$ cat config.mk
export PLATFORM = sky130hd
export DESIGN_NAME = mem_access_stage_flat
export DESIGN_NICKNAME = d
export VERILOG_FILES = /design/src/rtl/mem_access_stage_if.sv /design/src/rtl/mem_access_stage.sv /design/src/flat_wrapper.sv
export SDC_FILE = /design/constraint.sdc
export NUM_CORES = 1
export LEC_CHECK = 0
export CAP_MARGIN = 40
export CORE_ASPECT_RATIO = 2
export CORE_MARGIN = 10
export CORE_UTILIZATION = 36
export DETAILED_ROUTE_END_ITERATION = 8
export PLACE_DENSITY = 0.76
export SLEW_MARGIN = 20
export SYNTH_ARGS = -nofsm -noshare
export SYNTH_HDL_FRONTEND = slang
export SYNTH_SLANG_ARGS = --single-unit
$ cat constraint.sdc
create_clock -name clk -period 2.2 [get_ports clk]
set_input_delay 0.44 -clock clk [delete_from_list [all_inputs] [get_ports clk]]
set_output_delay 0.44 -clock clk [all_outputs]
set_load 0.05 [all_outputs]
$ cat src/rtl/mem_access_stage_if.sv
// Bus bundle for mem_access_stage: EX request, data-memory port and
// write-back handshake. master = surrounding pipeline, slave = the stage.
interface mem_access_stage_if #(
    parameter int DATA_W = 8,
    parameter int ADDR_W = 8,
    parameter int REG_W  = 3
);
    logic              ex_valid;
    logic              ex_ready;
    logic              ex_is_load;
    logic              ex_is_store;
    logic [ADDR_W-1:0] ex_addr;
    logic [DATA_W-1:0] ex_wdata;
    logic [DATA_W-1:0] ex_result;
    logic [REG_W-1:0]  ex_rd;
    logic              ex_reg_write;

    logic [ADDR_W-1:0] dm_address;
    logic [DATA_W-1:0] dm_write_data;
    logic              dm_mem_read;
    logic              dm_mem_write;
    logic [DATA_W-1:0] dm_data_out;

    logic              wb_valid;
    logic              wb_ready;
    logic [DATA_W-1:0] wb_data;
    logic [REG_W-1:0]  wb_rd;
    logic              wb_reg_write;
    logic              mem_err;

    modport master (
        output ex_valid, ex_is_load, ex_is_store, ex_addr, ex_wdata,
        output ex_result, ex_rd, ex_reg_write,
        output dm_data_out, wb_ready,
        input  ex_ready, dm_address, dm_write_data, dm_mem_read,
        input  dm_mem_write, wb_valid, wb_data, wb_rd, wb_reg_write,
        input  mem_err
    );

    modport slave (
        input  ex_valid, ex_is_load, ex_is_store, ex_addr, ex_wdata,
        input  ex_result, ex_rd, ex_reg_write,
        input  dm_data_out, wb_ready,
        output ex_ready, dm_address, dm_write_data, dm_mem_read,
        output dm_mem_write, wb_valid, wb_data, wb_rd, wb_reg_write,
        output mem_err
    );
endinterface

$ cat src/rtl/mem_access_stage.sv
// Memory-access stage: one op in flight, registered memory port, wb handshake.
// Optional MEM_ADDR_CHECK_EN rejects the all-ones address and sets sticky mem_err.
module mem_access_stage #(
    parameter int DATA_W = 8,
    parameter int ADDR_W = 8,
    parameter int REG_W  = 3
) (
    input logic clk,
    input logic rst_n,
    mem_access_stage_if.slave bus
);
    localparam logic [1:0] IDLE     = 2'd0;
    localparam logic [1:0] RD_ISSUE = 2'd1;
    localparam logic [1:0] RD_WAIT  = 2'd2;
    localparam logic [1:0] WR_ISSUE = 2'd3;

    logic [1:0]       state;
    logic [REG_W-1:0] ld_rd;
    logic             ld_bad;
    logic             accept;
    logic             is_ld;
    logic             is_st;
    logic             addr_bad;

    assign bus.ex_ready = (state == IDLE) & (~bus.wb_valid | bus.wb_ready);
    assign accept       = bus.ex_valid & bus.ex_ready;
    // load+store together is treated as a plain ALU op
    assign is_ld        = bus.ex_is_load & ~bus.ex_is_store;
    assign is_st        = bus.ex_is_store & ~bus.ex_is_load;

`ifdef MEM_ADDR_CHECK_EN
    assign addr_bad = (bus.ex_addr == {ADDR_W{1'b1}});

    always_ff @(posedge clk or negedge rst_n) begin
        if (!rst_n)
            bus.mem_err <= 1'b0;
        else if (accept && (is_ld || is_st) && addr_bad)
            bus.mem_err <= 1'b1;
    end
`else
    assign addr_bad    = 1'b0;
    assign bus.mem_err = 1'b0;
`endif

    always_ff @(posedge clk or negedge rst_n) begin
        if (!rst_n) begin
            state             <= IDLE;
            ld_rd             <= '0;
            ld_bad            <= 1'b0;
            bus.dm_address    <= '0;
            bus.dm_write_data <= '0;
            bus.dm_mem_read   <= 1'b0;
            bus.dm_mem_write  <= 1'b0;
            bus.wb_valid      <= 1'b0;
            bus.wb_data       <= '0;
            bus.wb_rd         <= '0;
            bus.wb_reg_write  <= 1'b0;
        end else begin
            if (bus.wb_valid && bus.wb_ready)
                bus.wb_valid <= 1'b0;
            unique case (state)
                IDLE: begin
                    if (accept) begin
                        unique case (1'b1)
                            is_ld: begin
                                bus.dm_address  <= bus.ex_addr;
                                bus.dm_mem_read <= ~addr_bad;
                                ld_rd           <= bus.ex_rd;
                                ld_bad          <= addr_bad;
                                state           <= RD_ISSUE;
                            end
                            is_st: begin
                                bus.dm_address    <= bus.ex_addr;
                                bus.dm_write_data <= bus.ex_wdata;
                                bus.dm_mem_write  <= ~addr_bad;
                                state             <= WR_ISSUE;
                            end
                            default: begin
                                bus.wb_data      <= bus.ex_result;
                                bus.wb_rd        <= bus.ex_rd;
                                bus.wb_reg_write <= bus.ex_reg_write;
                                bus.wb_valid     <= 1'b1;
                            end
                        endcase
                    end
                end
                RD_ISSUE: begin
                    bus.dm_mem_read <= 1'b0;
                    state           <= RD_WAIT;
                end
                RD_WAIT: begin
                    // wb register is free here: ex_ready gated the accept
                    bus.wb_data      <= ld_bad ? {DATA_W{1'b0}}
                                               : bus.dm_data_out;
                    bus.wb_rd        <= ld_rd;
                    bus.wb_reg_write <= 1'b1;
                    bus.wb_valid     <= 1'b1;
                    state            <= IDLE;
                end
                WR_ISSUE: begin
                    bus.dm_mem_write <= 1'b0;
                    state            <= IDLE;
                end
            endcase
        end
    end
endmodule
$ cat src/flat_wrapper.sv
// flat-port wrapper written by rule: the top's interface ports become plain ports
module mem_access_stage_flat 
#(
    parameter int DATA_W = 8,
    parameter int ADDR_W = 8,
    parameter int REG_W  = 3
)
  (clk, rst_n, bus_ex_valid, bus_ex_is_load, bus_ex_is_store, bus_ex_addr, bus_ex_wdata, bus_ex_result, bus_ex_rd, bus_ex_reg_write, bus_dm_data_out, bus_wb_ready, bus_ex_ready, bus_dm_address, bus_dm_write_data, bus_dm_mem_read, bus_dm_mem_write, bus_wb_valid, bus_wb_data, bus_wb_rd, bus_wb_reg_write, bus_mem_err);
  mem_access_stage_if #(.DATA_W(DATA_W), .ADDR_W(ADDR_W), .REG_W(REG_W)) bus_i ();
  input logic clk;
  input logic rst_n;
  input wire logic [$bits(bus_i.ex_valid)-1:0] bus_ex_valid;
  input wire logic [$bits(bus_i.ex_is_load)-1:0] bus_ex_is_load;
  input wire logic [$bits(bus_i.ex_is_store)-1:0] bus_ex_is_store;
  input wire logic [$bits(bus_i.ex_addr)-1:0] bus_ex_addr;
  input wire logic [$bits(bus_i.ex_wdata)-1:0] bus_ex_wdata;
  input wire logic [$bits(bus_i.ex_result)-1:0] bus_ex_result;
  input wire logic [$bits(bus_i.ex_rd)-1:0] bus_ex_rd;
  input wire logic [$bits(bus_i.ex_reg_write)-1:0] bus_ex_reg_write;
  input wire logic [$bits(bus_i.dm_data_out)-1:0] bus_dm_data_out;
  input wire logic [$bits(bus_i.wb_ready)-1:0] bus_wb_ready;
  output wire logic [$bits(bus_i.ex_ready)-1:0] bus_ex_ready;
  output wire logic [$bits(bus_i.dm_address)-1:0] bus_dm_address;
  output wire logic [$bits(bus_i.dm_write_data)-1:0] bus_dm_write_data;
  output wire logic [$bits(bus_i.dm_mem_read)-1:0] bus_dm_mem_read;
  output wire logic [$bits(bus_i.dm_mem_write)-1:0] bus_dm_mem_write;
  output wire logic [$bits(bus_i.wb_valid)-1:0] bus_wb_valid;
  output wire logic [$bits(bus_i.wb_data)-1:0] bus_wb_data;
  output wire logic [$bits(bus_i.wb_rd)-1:0] bus_wb_rd;
  output wire logic [$bits(bus_i.wb_reg_write)-1:0] bus_wb_reg_write;
  output wire logic [$bits(bus_i.mem_err)-1:0] bus_mem_err;
  assign bus_i.ex_valid = bus_ex_valid;
  assign bus_i.ex_is_load = bus_ex_is_load;
  assign bus_i.ex_is_store = bus_ex_is_store;
  assign bus_i.ex_addr = bus_ex_addr;
  assign bus_i.ex_wdata = bus_ex_wdata;
  assign bus_i.ex_result = bus_ex_result;
  assign bus_i.ex_rd = bus_ex_rd;
  assign bus_i.ex_reg_write = bus_ex_reg_write;
  assign bus_i.dm_data_out = bus_dm_data_out;
  assign bus_i.wb_ready = bus_wb_ready;
  assign bus_ex_ready = bus_i.ex_ready;
  assign bus_dm_address = bus_i.dm_address;
  assign bus_dm_write_data = bus_i.dm_write_data;
  assign bus_dm_mem_read = bus_i.dm_mem_read;
  assign bus_dm_mem_write = bus_i.dm_mem_write;
  assign bus_wb_valid = bus_i.wb_valid;
  assign bus_wb_data = bus_i.wb_data;
  assign bus_wb_rd = bus_i.wb_rd;
  assign bus_wb_reg_write = bus_i.wb_reg_write;
  assign bus_mem_err = bus_i.mem_err;
  mem_access_stage #(.DATA_W(DATA_W), .ADDR_W(ADDR_W), .REG_W(REG_W)) u_core (.clk(clk), .rst_n(rst_n), .bus(bus_i));
endmodule
==> results.sh, run 1 <==
export IMPL_place_area_mm2=0.002495
export IMPL_hold_viol=0
export IMPL_via_per_inst=5.430
export IMPL_ys_ff_latch=36
export IMPL_finalWirelength_um=4926
export IMPL_grt_util_all_layers=0.1246
export IMPL_period_share=0.9091
export IMPL_cp_required_ps=1760
export IMPL_rsz0062_at_grt="no"
export IMPL_clk_path_buf_depth=2
export IMPL_crit_path_start="bus_wb_ready"
export IMPL_p_comb_frac=0.555
export IMPL_synth_area_leaders="dfrtp_1 (52%), mux2_4 (8.7%), mux2_2 (5.9%), a22oi_1 (4.8%), o211ai_1 (4.8%)"
export IMPL_vias=1466
export IMPL_rr_startpoint="u_core.state[0]$_DFFE_PN0P_"
export IMPL_p_total_uw=3567
export IMPL_crit_end="bus_ex_ready"
export IMPL_wl_per_cell_um=18.24
export IMPL_grt_pass1_vias=1553
export IMPL_grt_first_pass_wirelength_um=8045
export IMPL_cp_start_kind="input pin"
export IMPL_yosysWarnings=0
export IMPL_diodes=0
export IMPL_ir_drop_uv=760.6
export IMPL_min_path_type="flop to flop"
export IMPL_cts_tree="yes"
export IMPL_cp_end_kind="output port"
export IMPL_worstPathArrival_ps=1560
export IMPL_clk_latency_ps=280
export IMPL_coreArea_mm2=0.004598
export IMPL_switching_share=0.4565
export IMPL_yosysTopAreaCell="dfrtp_1"
export IMPL_port_buffers=73
export IMPL_cts_buffers=5
export IMPL_synth_area_mm2=0.001718
export IMPL_post_route_min_period_ps=2000
export IMPL_multiInputGateArea_um2=721.9
export IMPL_syn2layout_area_growth_pct=52.22
export IMPL_antenna_left=0
export IMPL_dr_pass1_iters=4
export IMPL_cts_sinks=36
export IMPL_p_switching_uw=1628
export IMPL_reg2reg_depth=3
export IMPL_status="complete, no violations"
export IMPL_grt_max_degree=37
export IMPL_crit_fanout=2
export IMPL_antenna_found_initial=0
export IMPL_clk_pin_slew_ps=70
export IMPL_io_pins=75
export IMPL_slew_violations=0
export IMPL_maxCapViolCount=0
export IMPL_p_int_uw=1939
export IMPL_timing_worst_setup_path_type="input pin to output port"
export IMPL_relSlewSlack=0.6503
export IMPL_num_rows=35
export IMPL_tightest_slew_ps=522.8
export IMPL_power_density_mw_per_mm2=1364
export IMPL_stdcell_count=270
export IMPL_setup_tns_ps=0
export IMPL_place_hpwl_um=3752
export IMPL_root_buffer="clkbuf_8"
export IMPL_place_congestion=0.7224
export IMPL_die_area_mm2=0.008102
export IMPL_register_area_um2=900.9
export IMPL_synth_cell_types=33
export IMPL_r2r_end="u_core.ld_rd[1]$_DFFE_PN0P_"
export IMPL_die_height_um=117.7
export IMPL_synth_nets=183
export IMPL_ys_seq_area_frac=0.5244
export IMPL_postCtsSetupRepairBufs=0
export IMPL_design_area_mm2=0.002615
export IMPL_layout_drive_gt1_share=0.1907
export IMPL_p_leak_uw=0.001103
export IMPL_fin_skew_ps=5.962
export IMPL_timing_hold_ws_ps=481.4
export IMPL_final_nets=258
export IMPL_initial_core_util=0.3736
export IMPL_r2r_slack_ps=670
export IMPL_fmax_mhz=500.0
export IMPL_p_seq_frac=0.310
export IMPL_fill_cells=410
export IMPL_overflow=0
export IMPL_die_w_um=68.85
export IMPL_avgSynthCellArea_um2=12.36
export IMPL_syn_inst=139
export IMPL_drt_initial_drc_count=121
export IMPL_yosysTopAreaCellShare=0.5244
export IMPL_cts_max_level=2
export IMPL_dp_cells=260
export IMPL_drc=0
export IMPL_setup_viol=0
export IMPL_clockPowerShare=0.135
final cells by class:
type | count | share of cell area
Timing Repair Buffer | 82 | 0.3129
Tap cell | 55 | 0.02632
Multi-Input combinational cell | 85 | 0.2761
Clock buffer | 8 | 0.03445
Inverter | 4 | 0.005742
Sequential cell | 36 | 0.3445
Yosys cell counts, drive strengths merged:
cell type	number
a21o	1
a22oi	11
a2bb2oi	1
a311o	1
a31oi	1
and2	1
and2b	1
and4	2
buf	8
clkbuf	6
conb	1
dfrtp	36
ha	2
inv	4
mux2	19
nand2	2
nand2b	1
nand3	11
nand4	11
nand4b	1
nor2	2
nor2b	1
nor3	1
o211ai	11
o21a	1
o21ai	1
or2	1
routing by layer:
metal	global-route usage	wire length, µm
met3	0.04290	484
met4	0.04591	52
met5	0	0
met2	0.2042	2615
met1	0.1400	1774
flip-flops by register name (all words and copies together) (netlist names):
| register | count |
|---|---|
| u_core.bus.wb_reg_write | 1 |
| u_core.bus.wb_data | 8 |
| u_core.state | 2 |
| u_core.bus.dm_mem_read | 1 |
| u_core.bus.wb_rd | 3 |
| u_core.bus.dm_mem_write | 1 |
| u_core.bus.wb_valid | 1 |
| u_core.bus.dm_address | 8 |
| u_core.bus.dm_write_data | 8 |
| u_core.ld_rd | 3 |
metrics by stage:
stage / util / worst slack [ps]
global route: 0.5687 / 159.3
global placement: 0.5410 / 114.1
CTS: 0.5622 / 178.0
floorplan: - / 258.8
finish: 0.5687 / 199.9
detailed placement: 0.5426 / 60.41
power groups by stage:
stage / Clock (µW) / Sequential [µW] / Combinational, µW
finish: 480 / 1110 / 1980
global placement: 0 / 1110 / 1980
global route: 523 / 1150 / 2080
CTS: 502 / 1110 / 2000
detailed placement: 0 / 1120 / 2000
floorplan: 0 / 1940 / 441
placed cells by master, fill, tap and decap left out, types with 2 or more instances in the layout:
cell type        count
dfrtp_1             36
inv_1                4
nand2_1              2
clkbuf_8             6
buf_12               2
mux2_4              10
clkdlybuf4s50_1     71
a22oi_1             11
mux2_2               9
nand4_1             11
clkbuf_1             2
ha_1                 2
o211ai_1            11
buf_4                7
nand3_1             11
worst max-delay path, cell delays in order:
cell,delay [ps]
clkdlybuf4s50_1,490
and2b_1,210
nor3_2,240
buf_12,180
kinds of logic after synthesis:
family / Yosys count / synth area share
buffers and inverters: 18 / 0.05826
adder cells (fa/ha/maj): 2 / 0.01456
AND/OR/NAND/NOR: 35 / 0.1318
other: 1 / 0.002183
AO/OA/AOI/OAI: 28 / 0.1224
flip-flops: 36 / 0.5244
multiplexers: 19 / 0.1464
how the worst min path moves through the flow:
stage,from,endpoint,slack (ps),cells after the start
after global routing,u_core.bus.dm_mem_write$_DFFE_PN0P_,u_core.bus.dm_mem_write$_DFFE_PN0P_,510,1
after global placement,u_core.bus.dm_mem_write$_DFFE_PN0P_,u_core.bus.dm_mem_write$_DFFE_PN0P_,470,1
after CTS,rst_n,u_core.bus.dm_write_data[7]$_DFFE_PN0P_,270,1
after floorplan,rst_n,u_core.bus.dm_address[0]$_DFFE_PN0P_,140,0
final,u_core.bus.dm_mem_write$_DFFE_PN0P_,u_core.bus.dm_mem_write$_DFFE_PN0P_,480,1
after detailed placement,u_core.bus.dm_mem_write$_DFFE_PN0P_,u_core.bus.dm_mem_write$_DFFE_PN0P_,470,1
what timing repair did:
action | in CTS | in global routing
hold buffers | 0 | 1
gates resized for setup | 0 | 0
hold endpoints to repair | 0 | 6
endpoints found under the setup margin | 0 | 0
No activity file was read; power rests on OpenSTA's default activity.
==> run 2: changes to the inputs <==
CORE_UTILIZATION = 45   (was 36)
PLACE_DENSITY = 0.91   (was 0.76)
==> results.sh, run 2 (same netlist as run 1, synthesis figures left out) <==
export IMPL_grt_pass1_vias=1616
export IMPL_coreArea_mm2=0.003646
export IMPL_grt_max_degree=37
export IMPL_reg_top3="u_core.bus.dm_address: 8 flops, u_core.bus.dm_write_data: 8 flops, u_core.bus.wb_data: 8 flops"
export IMPL_diodes=0
export IMPL_io_pins=75
export IMPL_mostFrequentLayoutCells="clkdlybuf4s50_1 (71), dfrtp_1 (36)"
export IMPL_rr_startpoint="u_core.state[0]$_DFFE_PN0P_"
export IMPL_cts_resized=0
export IMPL_cts_buffers=5
export IMPL_die_area_mm2=0.006839
export IMPL_setup_tns_ps=0
export IMPL_rsz0062_at_grt="no"
export IMPL_cp_start_kind="input pin"
export IMPL_postCtsSetupRepairBufs=0
export IMPL_fmax_mhz=508.1
export IMPL_period_share=0.8946
export IMPL_dr_pass1_iters=4
export IMPL_min_path_type="input pin to async pin"
export IMPL_fin_skew_ps=3.881
export IMPL_layout_drive_gt1_share=0.1869
export IMPL_place_congestion=0.7775
export IMPL_crit_fanout=2
export IMPL_reg2reg_depth=3
export IMPL_postCtsHoldBufs=0
export IMPL_r2r_end="u_core.bus.dm_write_data[6]$_DFFE_PN0P_"
export IMPL_place_hpwl_um=3939
export IMPL_die_height_um=107.4
export IMPL_vias=1424
export IMPL_antenna_found_initial=0
export IMPL_port_buffers=73
export IMPL_ir_drop_uv=820.7
export IMPL_p_leak_uw=0.001098
export IMPL_power_density_mw_per_mm2=1383
export IMPL_setup_viol=0
export IMPL_wl_per_cell_um=19.20
export IMPL_timing_worst_setup_path_type="input pin to output port"
export IMPL_timing_hold_ws_ps=472.5
export IMPL_antenna_left=0
export IMPL_drc=0
export IMPL_clk_path_buf_depth=2
export IMPL_drt_initial_drc_count=45
export IMPL_layout_commonest_cell="clkdlybuf4s50_1"
export IMPL_tightest_slew_ps=542.8
export IMPL_initial_core_util=0.4712
export IMPL_cts_max_level=2
export IMPL_cts_sinks=36
export IMPL_clk_pin_slew_ps=70
export IMPL_status="complete, no violations"
export IMPL_relSlewSlack=0.6370
export IMPL_syn2layout_area_growth_pct=51.35
export IMPL_via_per_inst=5.414
export IMPL_finalWirelength_um=5049
export IMPL_hold_viol=0
export IMPL_post_route_min_period_ps=1968
export IMPL_num_rows=31
export IMPL_die_w_um=63.69
export IMPL_grt_util_all_layers=0.1545
export IMPL_maxCapViolCount=0
export IMPL_cp_required_ps=1760
export IMPL_overflow=0
export IMPL_cp_end_kind="output port"
export IMPL_r2r_slack_ps=650
export IMPL_worstPathArrival_ps=1530
export IMPL_slew_violations=0
export IMPL_clk_latency_ps=290
export IMPL_cts_tree="yes"
export IMPL_grt_first_pass_wirelength_um=8355
export IMPL_fill_cells=288
export IMPL_root_buffer="clkbuf_8"
export IMPL_final_nets=257
-- run 2: changes by cell type in the layout (fill, tap and decap cells not counted), sizes merged --
cell,previous run,this run
buf,10,9
-- run 2: area by class of cell --
class                   count  area (µm²)  area share
flip-flops and latches     36       900.9      0.3465
repair buffers             81       810.8      0.3118
multi-input cells          85       721.9      0.2777
clock buffers               8       90.09     0.03465
inverters                   4       15.01    0.005775
well taps                  49       61.31     0.02358
-- run 2: stage by stage --
stage | worst slack, ps | area [µm²] | total power (µW) | instances | util
global placement | 102.4 | 2480 | 3083 | 253 | 0.6802
finish | 231.8 | 2600 | 3597 | 263 | 0.7131
global route | 176.4 | 2600 | 3763 | 263 | 0.7131
CTS | 218.6 | 2570 | 3630 | 261 | 0.7049
floorplan | 258.8 | 1723 | 2382 | 139 | -
detailed placement | 62.90 | 2480 | 3129 | 253 | 0.6802
-- run 2: power breakdown --
group / switching (µW) / internal, µW
sequential: 182 / 927
clock: 236 / 255
combinational: 1240 / 754
total: 1660 / 1940
-- run 2: worst max-delay path: stages --
cell and delay [ps]:
clkdlybuf4s50_1 460, and2b_1 200, nor3_2 240, buf_12 180
-- run 2: worst max-delay path by stage --
stage,start,slack (ps),end,cells past startpoint
global route,u_core.bus.wb_data[5]$_DFFE_PN0P_,180,bus_wb_data[5],1
floorplan,u_core.bus.wb_valid$_DFF_PN0_,260,bus_ex_ready,2
finish,bus_wb_ready,230,bus_ex_ready,4
CTS,u_core.bus.wb_valid$_DFF_PN0_,220,bus_wb_valid,1
global placement,bus_ex_is_store,100,u_core.bus.dm_address[0]$_DFFE_PN0P_,5
detailed placement,bus_ex_is_store,60,u_core.bus.dm_address[1]$_DFFE_PN0P_,5
-- run 2: routing by layer --
metal	vias to the layer above	GRT usage	wire (µm)
met3	6	0.08655	526
met5	-	0	0
li1	663	-	-
met4	0	0.06289	84
met1	696	0.1477	1758
met2	59	0.2659	2680
==> run 3: changes to the inputs <==
TNS_END_PERCENT = 5   (was unset)
==> results of run 3 <==
No change in the layout: final DEF, timing and power equal those of run 2.
==> RTL edit, RTL diff (config.mk and constraints of run 2) <==
`DATA_W` is set to 8 in 3 places; all go to 10.
--- a/src/rtl/mem_access_stage_if.sv
+++ b/src/rtl/mem_access_stage_if.sv
@@ -3,3 +3,3 @@
 interface mem_access_stage_if #(
-    parameter int DATA_W = 8,
+    parameter int DATA_W = 10,
     parameter int ADDR_W = 8,
--- a/src/rtl/mem_access_stage.sv
+++ b/src/rtl/mem_access_stage.sv
@@ -3,3 +3,3 @@
 module mem_access_stage #(
-    parameter int DATA_W = 8,
+    parameter int DATA_W = 10,
     parameter int ADDR_W = 8,
--- a/src/flat_wrapper.sv
+++ b/src/flat_wrapper.sv
@@ -3,3 +3,3 @@
 #(
-    parameter int DATA_W = 8,
+    parameter int DATA_W = 10,
     parameter int ADDR_W = 8,
Interface: changed (5 resized); port bits go from 75 to 85. The function was not compared with the original's and may differ.
==> RTL edit against run 2 <==
- non-clock buffer count increased by 9
- synthesized area grew 14%
- global-route usage is 0.19 points lower
- worst setup slack worse by 26 ps
- die area is 11% higher
- design area up 14%
- sequential share of layout area down 0.82 points
- synthesized cell count is 21% higher
- register-to-register slack got worse by 140 ps
- wire length up 11%
- sequential cell count is 4 higher
- highest routed layer unchanged
- power is 13% higher
- clock skew grew 2.6 ps
==> RTL edit: results (changes against run 2) <==
| Metric | Value |
|---|---|
| Status | finished clean (unchanged) |
| Post-synthesis net count | 218 (was 183) |
| Post-DP HPWL | 4360 µm (was 3940 µm) |
| Final nets | 299 (was 257) |
| Dpl cell area | 2830 µm² (was 2480 µm²) |
| Final Skew | 6.53 ps (was 3.88 ps) |
| Largest regs | u_core.bus.dm_write_data: 10 flops, u_core.bus.wb_data: 10 flops, u_core.bus.dm_address: 8 flops (was u_core.bus.dm_address: 8 flops, u_core.bus.dm_write_data: 8 flops, u_core.bus.wb_data: 8 flops) |
| FFs w/ async S/R, synth | 100% (unchanged) |
| First-pass GRT wire length | 9150 µm (was 8360 µm) |
| Layout cells sized above 1 | 17.2% (was 18.7%) |
| Post-Route WL | 5600 µm (was 5050 µm) |
| GPL Wtd Cong | 0.792 (was 0.778) |
| Lkg Pwr | 1.26 nW (was 1.10 nW) |
| GRT Resource Usage Total | 15.3% (was 15.4%) |
| Largest net degree at the start of global routing | 23 (was 37) |
| Max VDD drop | 0.00102 V (was 0.000821 V) |
| Crit-path max cell delay | 480 ps (was 460 ps) |
| Register area share after synthesis | 51.1% (was 52.4%) |
| Switching share of total power | 44.4% (was 46.2%) |
| Number of global-route vias before repair | 1820 (was 1616) |
| Top cells by area, synth | dfrtp_1 (51%), mux2_2 (8.0%), mux2_4 (5.4%) (was dfrtp_1 (52%), mux2_4 (8.7%), mux2_2 (5.9%)) |
| Iter 0 DRT Violations | 123 (was 45) |
| Most frequent cells after synthesis | dfrtp_1 (40), mux2_2 (14), nor2b_1 (14), o21ai_0 (14) (was dfrtp_1 (36), a22oi_1 (11), nand3_1 (11), nand4_1 (11), o211ai_1 (11)) |
| Distinct cell type count of the synthesized netlist | 32 (was 33) |
| IO Port Bufs | 83 (was 73) |
| Worst path slowest cell | clkdlybuf4s50_1 (unchanged) |
| Vias | 1662 (was 1424) |
| Slew headroom | 59.9% (was 63.7%) |
RTL edit: through the flow:
| stage | hold WS [ps] | std cells | power [mW] | worst slack, ps |
|---|---|---|---|---|
| 2_1_floorplan | 144 | 168 | 2.64 | 243 |
| 3_3_place_gp | 460 | 292 | 3.40 | 115 |
| 3_5_place_dp | 419 | 294 | 3.46 | 70.5 |
| 4_1_cts | 100 | 302 | 4.12 | 203 |
| 5_1_grt | 112 | 302 | 4.27 | 139 |
| 6_report | 96.4 | 302 | 4.07 | 205 |
RTL edit: final timing paths:
| path | from | to | slack, ps | cells past startpoint |
|---|---|---|---|---|
| worst max-delay path | bus_wb_ready | bus_ex_ready | 210 | 4 |
| worst min-delay path | rst_n | u_core.bus.wb_valid$_DFF_PN0_ | 100 | 1 |
| worst max register to register | u_core.state[1]$_DFFE_PN0P_ | u_core.bus.dm_write_data[2]$_DFFE_PN0P_ | 510 | 3 |
| worst min register to register | u_core.bus.dm_mem_read$_DFFE_PN0P_ | u_core.bus.dm_mem_read$_DFFE_PN0P_ | 490 | 1 |
| max in group asynchronous | rst_n | u_core.bus.dm_write_data[9]$_DFFE_PN0P_ | 1630 | 2 |
| min in group clk | u_core.bus.dm_mem_read$_DFFE_PN0P_ | u_core.bus.dm_mem_read$_DFFE_PN0P_ | 490 | 1 |
RTL edit: kinds of logic after synthesis:
| group | after synthesis | synth area share (%) |
|---|---|---|
| other | 1 | 0.191 |
| AND/OR/NAND/NOR | 54 | 17.9 |
| AO/OA/AOI/OAI | 31 | 10.1 |
| adder cells (fa/ha/maj) | 2 | 1.28 |
| multiplexers | 21 | 13.4 |
| buffers and inverters | 19 | 6.00 |
| flip-flops | 40 | 51.1 |
RTL edit: layout make-up:
class	count	area, µm²
Fill cell	321	1210
Sequential cell	40	1000
Timing Repair Buffer	90	908
Multi-Input combinational cell	109	847
Clock buffer	7	96.3
Tap cell	52	65.1
Clock inverter	1	30.0
Inverter	3	11.3
RTL edit: worst max-delay path, delay by kind of cell:
| kind | cells | cell delay, ps |
|---|---|---|
| buffers and inverters | 2 | 660 |
| AND/OR/NAND/NOR | 2 | 450 |
RTL edit: power groups by stage:
stage	Clock, mW	Combinational (mW)	Sequential (mW)
floorplan	0	0.515	2.13
global placement	0	2.19	1.21
detailed placement	0	2.23	1.23
CTS	0.665	2.24	1.22
global route	0.702	2.32	1.25
finish	0.650	2.21	1.21
RTL edit: layer usage:
metal | vias up | wire [µm] | GRT usage [%] | part of all wire, %
met2 | 79 | 3040 | 26.1 | 54
met5 | - | 0 | 0 | 0
met4 | 0 | 129 | 6.33 | 2.3
met1 | 802 | 1870 | 16.2 | 33
met3 | 12 | 552 | 5.14 | 9.9
li1 | 769 | - | - | -
